<file path="src/rtl/alu_vote_retry_ctrl_if.sv">
// rtl/alu_vote_retry_ctrl_if.sv - voter-side and consumer-side handshake bundle for alu_vote_retry_ctrl
interface alu_vote_retry_ctrl_if;
  logic        in_valid;
  logic        in_ready;
  logic [31:0] voted;
  logic        error_detected;
  logic        invalid_output;
  logic        retry_req;
  logic        retry_busy;
  logic        out_valid;
  logic        out_ready;
  logic [31:0] out_data;
  logic        out_fault;

  modport master (
    output in_valid, voted, error_detected, invalid_output, out_ready,
    input  in_ready, retry_req, retry_busy, out_valid, out_data, out_fault
  );

  modport slave (
    input  in_valid, voted, error_detected, invalid_output, out_ready,
    output in_ready, retry_req, retry_busy, out_valid, out_data, out_fault
  );
endinterface

</file>
<file path="src/rtl/alu_vote_retry_ctrl.sv">
// rtl/alu_vote_retry_ctrl.sv - forwards voted ALU results, re-requests execution on triple disagreement
// Saturating fault statistics are built only when ALU_VOTE_STATS_EN is defined.
module alu_vote_retry_ctrl #(
  parameter int unsigned MAX_RETRIES = 2,
  parameter int unsigned CNT_WIDTH   = 16
) (
  input  logic                 clock,
  input  logic                 reset,
  alu_vote_retry_ctrl_if.slave bus,
  input  logic                 clear_stats,
  output logic [CNT_WIDTH-1:0] corrected_count,
  output logic [CNT_WIDTH-1:0] uncorrectable_count
);

  typedef enum logic [1:0] {IDLE, RETRY, HOLD} state_t;

  localparam logic [2:0] MAX_RC = 3'(MAX_RETRIES);

  state_t      state_q, state_d;
  logic [2:0]  rc_q, rc_d;
  logic        retry_req_q, retry_req_d;
  logic [31:0] out_data_q, out_data_d;
  logic        out_fault_q, out_fault_d;
  logic        inc_corr, inc_unc;

  always_ff @(posedge clock or posedge reset) begin
    if (reset) begin
      state_q     <= IDLE;
      rc_q        <= 3'd0;
      retry_req_q <= 1'b0;
      out_data_q  <= 32'd0;
      out_fault_q <= 1'b0;
    end else begin
      state_q     <= state_d;
      rc_q        <= rc_d;
      retry_req_q <= retry_req_d;
      out_data_q  <= out_data_d;
      out_fault_q <= out_fault_d;
    end
  end

  always_comb begin
    state_d     = state_q;
    rc_d        = rc_q;
    retry_req_d = 1'b0;
    out_data_d  = out_data_q;
    out_fault_d = out_fault_q;
    inc_corr    = 1'b0;
    inc_unc     = 1'b0;
    case (state_q)
      IDLE, RETRY: begin
        if (bus.in_valid) begin
          if (!bus.invalid_output) begin
            out_data_d  = bus.voted;
            out_fault_d = 1'b0;
            rc_d        = 3'd0;
            state_d     = HOLD;
            inc_corr    = bus.error_detected;
          end else if (rc_q < MAX_RC) begin
            rc_d        = rc_q + 3'd1;
            retry_req_d = 1'b1;
            state_d     = RETRY;
          end else begin
            // Retry budget spent: forward the last vote marked as unrecoverable.
            out_data_d  = bus.voted;
            out_fault_d = 1'b1;
            rc_d        = 3'd0;
            state_d     = HOLD;
            inc_unc     = 1'b1;
          end
        end
      end
      HOLD: begin
        if (bus.out_ready) begin
          state_d = IDLE;
        end
      end
      default: state_d = IDLE;
    endcase
  end

  // in_ready depends only on state, so no input-to-in_ready combinational path exists.
  assign bus.in_ready   = (state_q != HOLD);
  assign bus.retry_busy = (state_q == RETRY);
  assign bus.out_valid  = (state_q == HOLD);
  assign bus.retry_req  = retry_req_q;
  assign bus.out_data   = out_data_q;
  assign bus.out_fault  = out_fault_q;

`ifdef ALU_VOTE_STATS_EN
  logic [CNT_WIDTH-1:0] corr_q, corr_d, unc_q, unc_d;

  always_ff @(posedge clock or posedge reset) begin
    if (reset) begin
      corr_q <= '0;
      unc_q  <= '0;
    end else begin
      corr_q <= corr_d;
      unc_q  <= unc_d;
    end
  end

  // Clear takes priority over a same-cycle increment; counts stick at all-ones.
  always_comb begin
    corr_d = corr_q;
    unc_d  = unc_q;
    if (clear_stats) begin
      corr_d = '0;
      unc_d  = '0;
    end else begin
      if (inc_corr && !(&corr_q)) corr_d = corr_q + CNT_WIDTH'(1);
      if (inc_unc && !(&unc_q))   unc_d  = unc_q + CNT_WIDTH'(1);
    end
  end

  assign corrected_count     = corr_q;
  assign uncorrectable_count = unc_q;
`else
  logic unused_stats;
  assign unused_stats        = ^{clear_stats, inc_corr, inc_unc};
  assign corrected_count     = '0;
  assign uncorrectable_count = '0;
`endif

endmodule

</file>
<file path="src/flat_wrapper.sv">
// flat-port wrapper written by rule: the top's interface ports become plain ports
module alu_vote_retry_ctrl_flat 
#(
  parameter int unsigned MAX_RETRIES = 2,
  parameter int unsigned CNT_WIDTH   = 16
)
  (clock, reset, clear_stats, corrected_count, uncorrectable_count, bus_in_valid, bus_voted, bus_error_detected, bus_invalid_output, bus_out_ready, bus_in_ready, bus_retry_req, bus_retry_busy, bus_out_valid, bus_out_data, bus_out_fault);
  alu_vote_retry_ctrl_if bus_i ();
  input  logic clock;
  input  logic reset;
  input  logic clear_stats;
  output logic [CNT_WIDTH-1:0] corrected_count;
  output logic [CNT_WIDTH-1:0] uncorrectable_count;
  input wire logic [$bits(bus_i.in_valid)-1:0] bus_in_valid;
  input wire logic [$bits(bus_i.voted)-1:0] bus_voted;
  input wire logic [$bits(bus_i.error_detected)-1:0] bus_error_detected;
  input wire logic [$bits(bus_i.invalid_output)-1:0] bus_invalid_output;
  input wire logic [$bits(bus_i.out_ready)-1:0] bus_out_ready;
  output wire logic [$bits(bus_i.in_ready)-1:0] bus_in_ready;
  output wire logic [$bits(bus_i.retry_req)-1:0] bus_retry_req;
  output wire logic [$bits(bus_i.retry_busy)-1:0] bus_retry_busy;
  output wire logic [$bits(bus_i.out_valid)-1:0] bus_out_valid;
  output wire logic [$bits(bus_i.out_data)-1:0] bus_out_data;
  output wire logic [$bits(bus_i.out_fault)-1:0] bus_out_fault;
  assign bus_i.in_valid = bus_in_valid;
  assign bus_i.voted = bus_voted;
  assign bus_i.error_detected = bus_error_detected;
  assign bus_i.invalid_output = bus_invalid_output;
  assign bus_i.out_ready = bus_out_ready;
  assign bus_in_ready = bus_i.in_ready;
  assign bus_retry_req = bus_i.retry_req;
  assign bus_retry_busy = bus_i.retry_busy;
  assign bus_out_valid = bus_i.out_valid;
  assign bus_out_data = bus_i.out_data;
  assign bus_out_fault = bus_i.out_fault;
  alu_vote_retry_ctrl #(.MAX_RETRIES(MAX_RETRIES), .CNT_WIDTH(CNT_WIDTH)) u_core (.clock(clock), .reset(reset), .bus(bus_i), .clear_stats(clear_stats), .corrected_count(corrected_count), .uncorrectable_count(uncorrectable_count));
endmodule
</file>
<file path="config.mk">
export PLATFORM = sky130hd
export DESIGN_NAME = alu_vote_retry_ctrl_flat
export DESIGN_NICKNAME = d
export VERILOG_FILES = /design/src/rtl/alu_vote_retry_ctrl_if.sv /design/src/rtl/alu_vote_retry_ctrl.sv /design/src/flat_wrapper.sv
export SDC_FILE = /design/constraint.sdc
export NUM_CORES = 1
export LEC_CHECK = 0
export CAP_MARGIN = 10
export CORE_MARGIN = 2
export CORE_UTILIZATION = 38
export DETAILED_ROUTE_END_ITERATION = 10
export PLACE_DENSITY = 0.8
export SLEW_MARGIN = 10
export SYNTH_ARGS = -nofsm -noshare
export SYNTH_HDL_FRONTEND = slang
export SYNTH_SLANG_ARGS = --single-unit
</file>
<file path="constraint.sdc">
create_clock -name clock -period 1.7 [get_ports clock]
set_input_delay 0.34 -clock clock [delete_from_list [all_inputs] [get_ports clock]]
set_output_delay 0.34 -clock clock [all_outputs]
set_load 0.1 [all_outputs]
</file>
Word-level counts from Yosys, hierarchy flattened. Index checks and enable logic that the tools add are counted.

Add/sub/neg operators: 1. Multipliers: 0. Divide/modulo/power cells: 0. Magnitude comparators: 1. Eq/ne operators: 6. Shift-type cells: 0. Mux-type cells: 15. Bitwise logic cells: 0. Reductions and logical operators: 5.

Operator list (count): 2-to-1 mux 32 bit (2); 2-to-1 mux 2 bit (4); inequality test 2 bit (second input constant) (4); 2-to-1 mux 1 bit (6); 2-to-1 mux 3 bit (2); case mux 2 bit (2 select lines) (1); AND reduction 2 bit (2); adder 3 x 1 -> 3 bit (second input constant) (1); < comparator 3 x 2 -> 1 bit (second input constant) (1); AND reduction 3 bit (1); == test 2 x 1 -> 1 bit (second input constant) (1); == test 2 bit (second input constant) (1); logical NOT 2 bit (1); OR reduction 2 bit (1).

Flip-flop bits (word level): 39. Latch bits: 0. RAM bits: 0. ROM bits: 0. Input bits: 39. Output and inout port bits: 69. Word-level logic and storage cells: 33. Memories kept: 0.

Logic depth before layout (Yosys ltp). Gate-level depths: netlist of run 1.

Depth after elaboration: 5. Gate-level depth with buffers: 4. Depth with buffers taken out: 3.

Worst setup path before layout of run 1. No wires, ideal clock.

Path kind: reg2out. From: register u_core.state_q[0]. To: output port bus_out_valid. Arrival: 1.901 ns. Required time: 1.360 ns. Setup slack: -0.541 ns. Stages on the path, launching flop included: 3. Path buffers: 0. Path through: dfrtp_1 -> nand2b_1 -> inv_1.

Cells in the longest elaborated chain, start to end: 1.

Ends and longest elaborated chain: start, declared (line alu_vote_retry_ctrl.sv:19) `state_t state_q, state_d;`; start signal, assigned (line alu_vote_retry_ctrl.sv:34) `state_q <= state_d;`; == test 2 bit (line alu_vote_retry_ctrl.sv:85) `assign bus.out_valid = (state_q == HOLD);`; end, declared (line flat_wrapper.sv:22) `output wire logic [$bits(bus_i.out_valid)-1:0] bus_out_valid;`.

No other way between the ends.

Worst setup path after layout of run 1.
From: register u_core.state_q[1]. To: output port bus_retry_busy.

Cells in the longest elaborated chain, start to end: 1.

Ends and longest elaborated chain: == test 2 x 1 -> 1 bit (line alu_vote_retry_ctrl.sv:84) `assign bus.retry_busy = (state_q == RETRY);`; end, declared (line flat_wrapper.sv:21) `output wire logic [$bits(bus_i.retry_busy)-1:0] bus_retry_busy;`.

No other way between the ends.

==> flow_summary.yaml, run 1 <==
run_status:
  status: "complete, no violations"
synthesis:
  seq_area_frac_synth_pct: 52.0
  yosysTopAreaCell: "sky130_fd_sc_hd__dfrtp_1"
  synth_enable_flop_cells: 0
  syn_area_um2: 1880
  synth_top_area_share_pct: 52.0
  ys_top_cells_by_area: "sky130_fd_sc_hd__dfrtp_1, sky130_fd_sc_hd__mux2_4, sky130_fd_sc_hd__buf_4"
  synthDistinctLibCells: 19
  syn-instance-count: 132
  asyncSetResetFlopFracSynth_pct: 100
  syn_area_per_cell_um2: 14.2
  synth-main-ff-cell: "sky130_fd_sc_hd__dfrtp_1"
  yosys_warnings: 0
  ys_seq_elements: 39
floorplan:
  start_util_pct: 39.5
  rows: 25
  die-width_um: 74.3
  ioPinCount: 108
  fp.dieH_um: 74.3
  placeableCoreArea_um2: 4750
  die_area_um2: 5520
route:
  drt-total-wl_um: 3790
  post_drt_via_cell_ratio: 4.02
  drcViolationCount: 0
  first_iteration_detailed_routing_drc_count: 24
  drt_pass_1_iters: 4
  drt.antenna.violating_nets: 0
  detail_route.wl_per_cell_um: 13.4
  dr_total_vias: 1137
cts:
  clock_insertion_delay_worst_skew_ps: 280
  post_cts.resized_instances: 0
  tritoncts_num_sinks: 39
  clkSlewWorstSetupHoldPaths_ps: 80
  cts.repair_timing.setup_buffer_count: 0
  post_cts_hold_buffer_count: 0
  clk_path_buf_depth: 2
  cts_tree: "yes"
  cts-htree-levels: 2
  ctsRootBufferMaster: "sky130_fd_sc_hd__clkbuf_8"
  numCtsBuffers: 5
global_routing:
  vias_in_the_first_global_route: 1153
  global_route.overflow_total: 0
  grt_antenna_before_repair: 0
  gr-usage-all-layers_pct: 14.3
  grt_max_degree: 40
  grt_first_pass_wirelength_um: 5820
placed_design:
  gp_routability_congestion: 0.740
  place.port_buffers: 73
  numPlacedInstances: 275
  hpwl_detailed_um: 2950
timing:
  fin_worst_skew_ps: 3.91
  grt_setup_unrepaired: "no"
  maxSlewViolCount: 0
  hold_vio_cnt_final: 0
  final.min_clock_period_ps: 1490
  fmax_ghz: 0.671
  period_share_pct: 87.6
  finalSetupViolations: 0
  tns_ps: 0
worst_setup_path:
  crit_chain: "nand2b_1 -> inv_1 -> buf_12"
  worst_path_largest_cell_delay_ps: 430
  timing.critical_path.arrival_ps: 1150
  critPathKind: "flop to primary output"
  critPathCaptureType: "primary output"
  critical_path_buf_inv_count: 2
  timing.critical_path.required_ps: 1360
  timing.critical_path.from_type: "flop"
  worst-r2r-setup-slack_ps: 250
  timing.critical_path.max_delay_family: "flip-flops"
  critical_path_peak_fanout: 4
  worst_path_max_delay_cell: "sky130_fd_sc_hd__dfrtp_1"
finish:
  areaGrowthSynthToFinish_pct: 65.7
  nNetsFinal: 255
  post_route_cells_drive_above_1_share_pct: 41.2
  final-instance-count-excl-fill: 283
  insertedDiodeCount: 0
  top_library_cells_by_usage_in_the_layout_fill_and_taps_aside: "sky130_fd_sc_hd__buf_12, sky130_fd_sc_hd__dfrtp_1, sky130_fd_sc_hd__clkdlybuf4s50_1, sky130_fd_sc_hd__conb_1, sky130_fd_sc_hd__mux2_4"
run:
  max_cap_viol_count: 0
hold_path:
  timing.hold.worst.class: "input port to async pin"
==> metrics by stage <==
step           util (%)  instance area [um2]  worst slack (ps)  hold WS (ps)
2_1_floorplan         -                 2000               164           429
3_3_place_gp       62.9                 2990             -74.3           486
3_5_place_dp       62.9                 2990             -77.2           505
4_1_cts            65.4                 3110               197           423
5_1_grt            65.4                 3110               150           428
6_report           65.4                 3110               211           416
==> area by class of cell <==
class                           count  area, um2
Fill cell                         350       1640
Clock buffer                        6       82.6
Timing Repair Buffer               80       1180
Clock inverter                      2       35.0
Inverter                            4       18.8
Tap cell                           67       83.8
Sequential cell                    39        976
Multi-Input combinational cell     85        736
==> cells by family (layout without fill, tap and decap cells) <==
logic type                 count (synthesis)  in the layout  synth area share (%)
other                                      1             32                 0.200
buffers and inverters                     39             92                  15.4
and+or+nand+nor                           16             16                  5.20
AOI/OAI and AO/OA                          4              4                  1.33
DFF                                       39             39                  52.0
adders and majority gates                  1              1                 0.667
muxes                                     32             32                  25.2
==> worst reg2reg max path, delay by kind of cell, from the launching register on <==
family	cells	cell delay, ps
AND/OR/NAND/NOR	2	360
flip-flops	1	430
buffers and inverters	1	210
multiplexers	1	350
==> state kept, by name, summed over array words and instances, names as in the netlist <==
signal	count
u_core.bus.out_data	32
u_core.bus.out_fault	1
u_core.state_q	2
u_core.bus.retry_req	1
u_core.rc_q	3
==> Yosys cell counts (2+ instances only) <==
library cell	number
sky130_fd_sc_hd__buf_4	32
sky130_fd_sc_hd__dfrtp_1	39
sky130_fd_sc_hd__nor2_1	2
sky130_fd_sc_hd__nand3_1	2
sky130_fd_sc_hd__mux2_4	30
sky130_fd_sc_hd__buf_6	3
sky130_fd_sc_hd__nand2_1	6
sky130_fd_sc_hd__inv_1	4
sky130_fd_sc_hd__mux2_2	2
sky130_fd_sc_hd__nand2b_1	2
sky130_fd_sc_hd__o21ai_0	2
==> metal layers <==
metal | up-vias | share of wire [%] | global-route usage [%]
met3 | 5 | 6.0 | 3.52
met2 | 58 | 52 | 22.7
met1 | 539 | 40 | 18.3
met4 | 0 | 1.8 | 7.14
met5 | - | 0 | 0
li1 | 535 | - | -
==> worst paths after layout <==
check,start,to,depth (start not counted)
hold reg to reg,u_core.rc_q[0]$_DFFE_PP0P_,u_core.rc_q[0]$_DFFE_PP0P_,1
hold / removal,reset,u_core.bus.out_data[22]$_DFFE_PP0P_,3
max in group asynchronous,reset,u_core.bus.out_data[31]$_DFFE_PP0P_,3
setup / recovery,u_core.state_q[1]$_DFFE_PP0P_,bus_retry_busy,3
setup reg to reg,u_core.state_q[1]$_DFFE_PP0P_,u_core.bus.out_data[5]$_DFFE_PP0P_,4
min in group clock,u_core.rc_q[0]$_DFFE_PP0P_,u_core.rc_q[0]$_DFFE_PP0P_,1
Power of run 1 is not shown: default switching activity piles up to over one toggle a cycle in this logic, so the estimate is an artifact.
==> run 2: changes to the inputs <==
--- a/config.mk
+++ b/config.mk
@@ -10,7 +10,7 @@
 export CORE_UTILIZATION = 38
 export DETAILED_ROUTE_END_ITERATION = 10
 export PLACE_DENSITY = 0.8
-export SLEW_MARGIN = 10
+export SLEW_MARGIN = 25
 export SYNTH_ARGS = -nofsm -noshare
 export SYNTH_HDL_FRONTEND = slang
 export SYNTH_SLANG_ARGS = --single-unit
==> results of run 2 <==
Final layout, timing and power as in run 1 (identical DEF).
Power of run 2 is left out for the same reason.
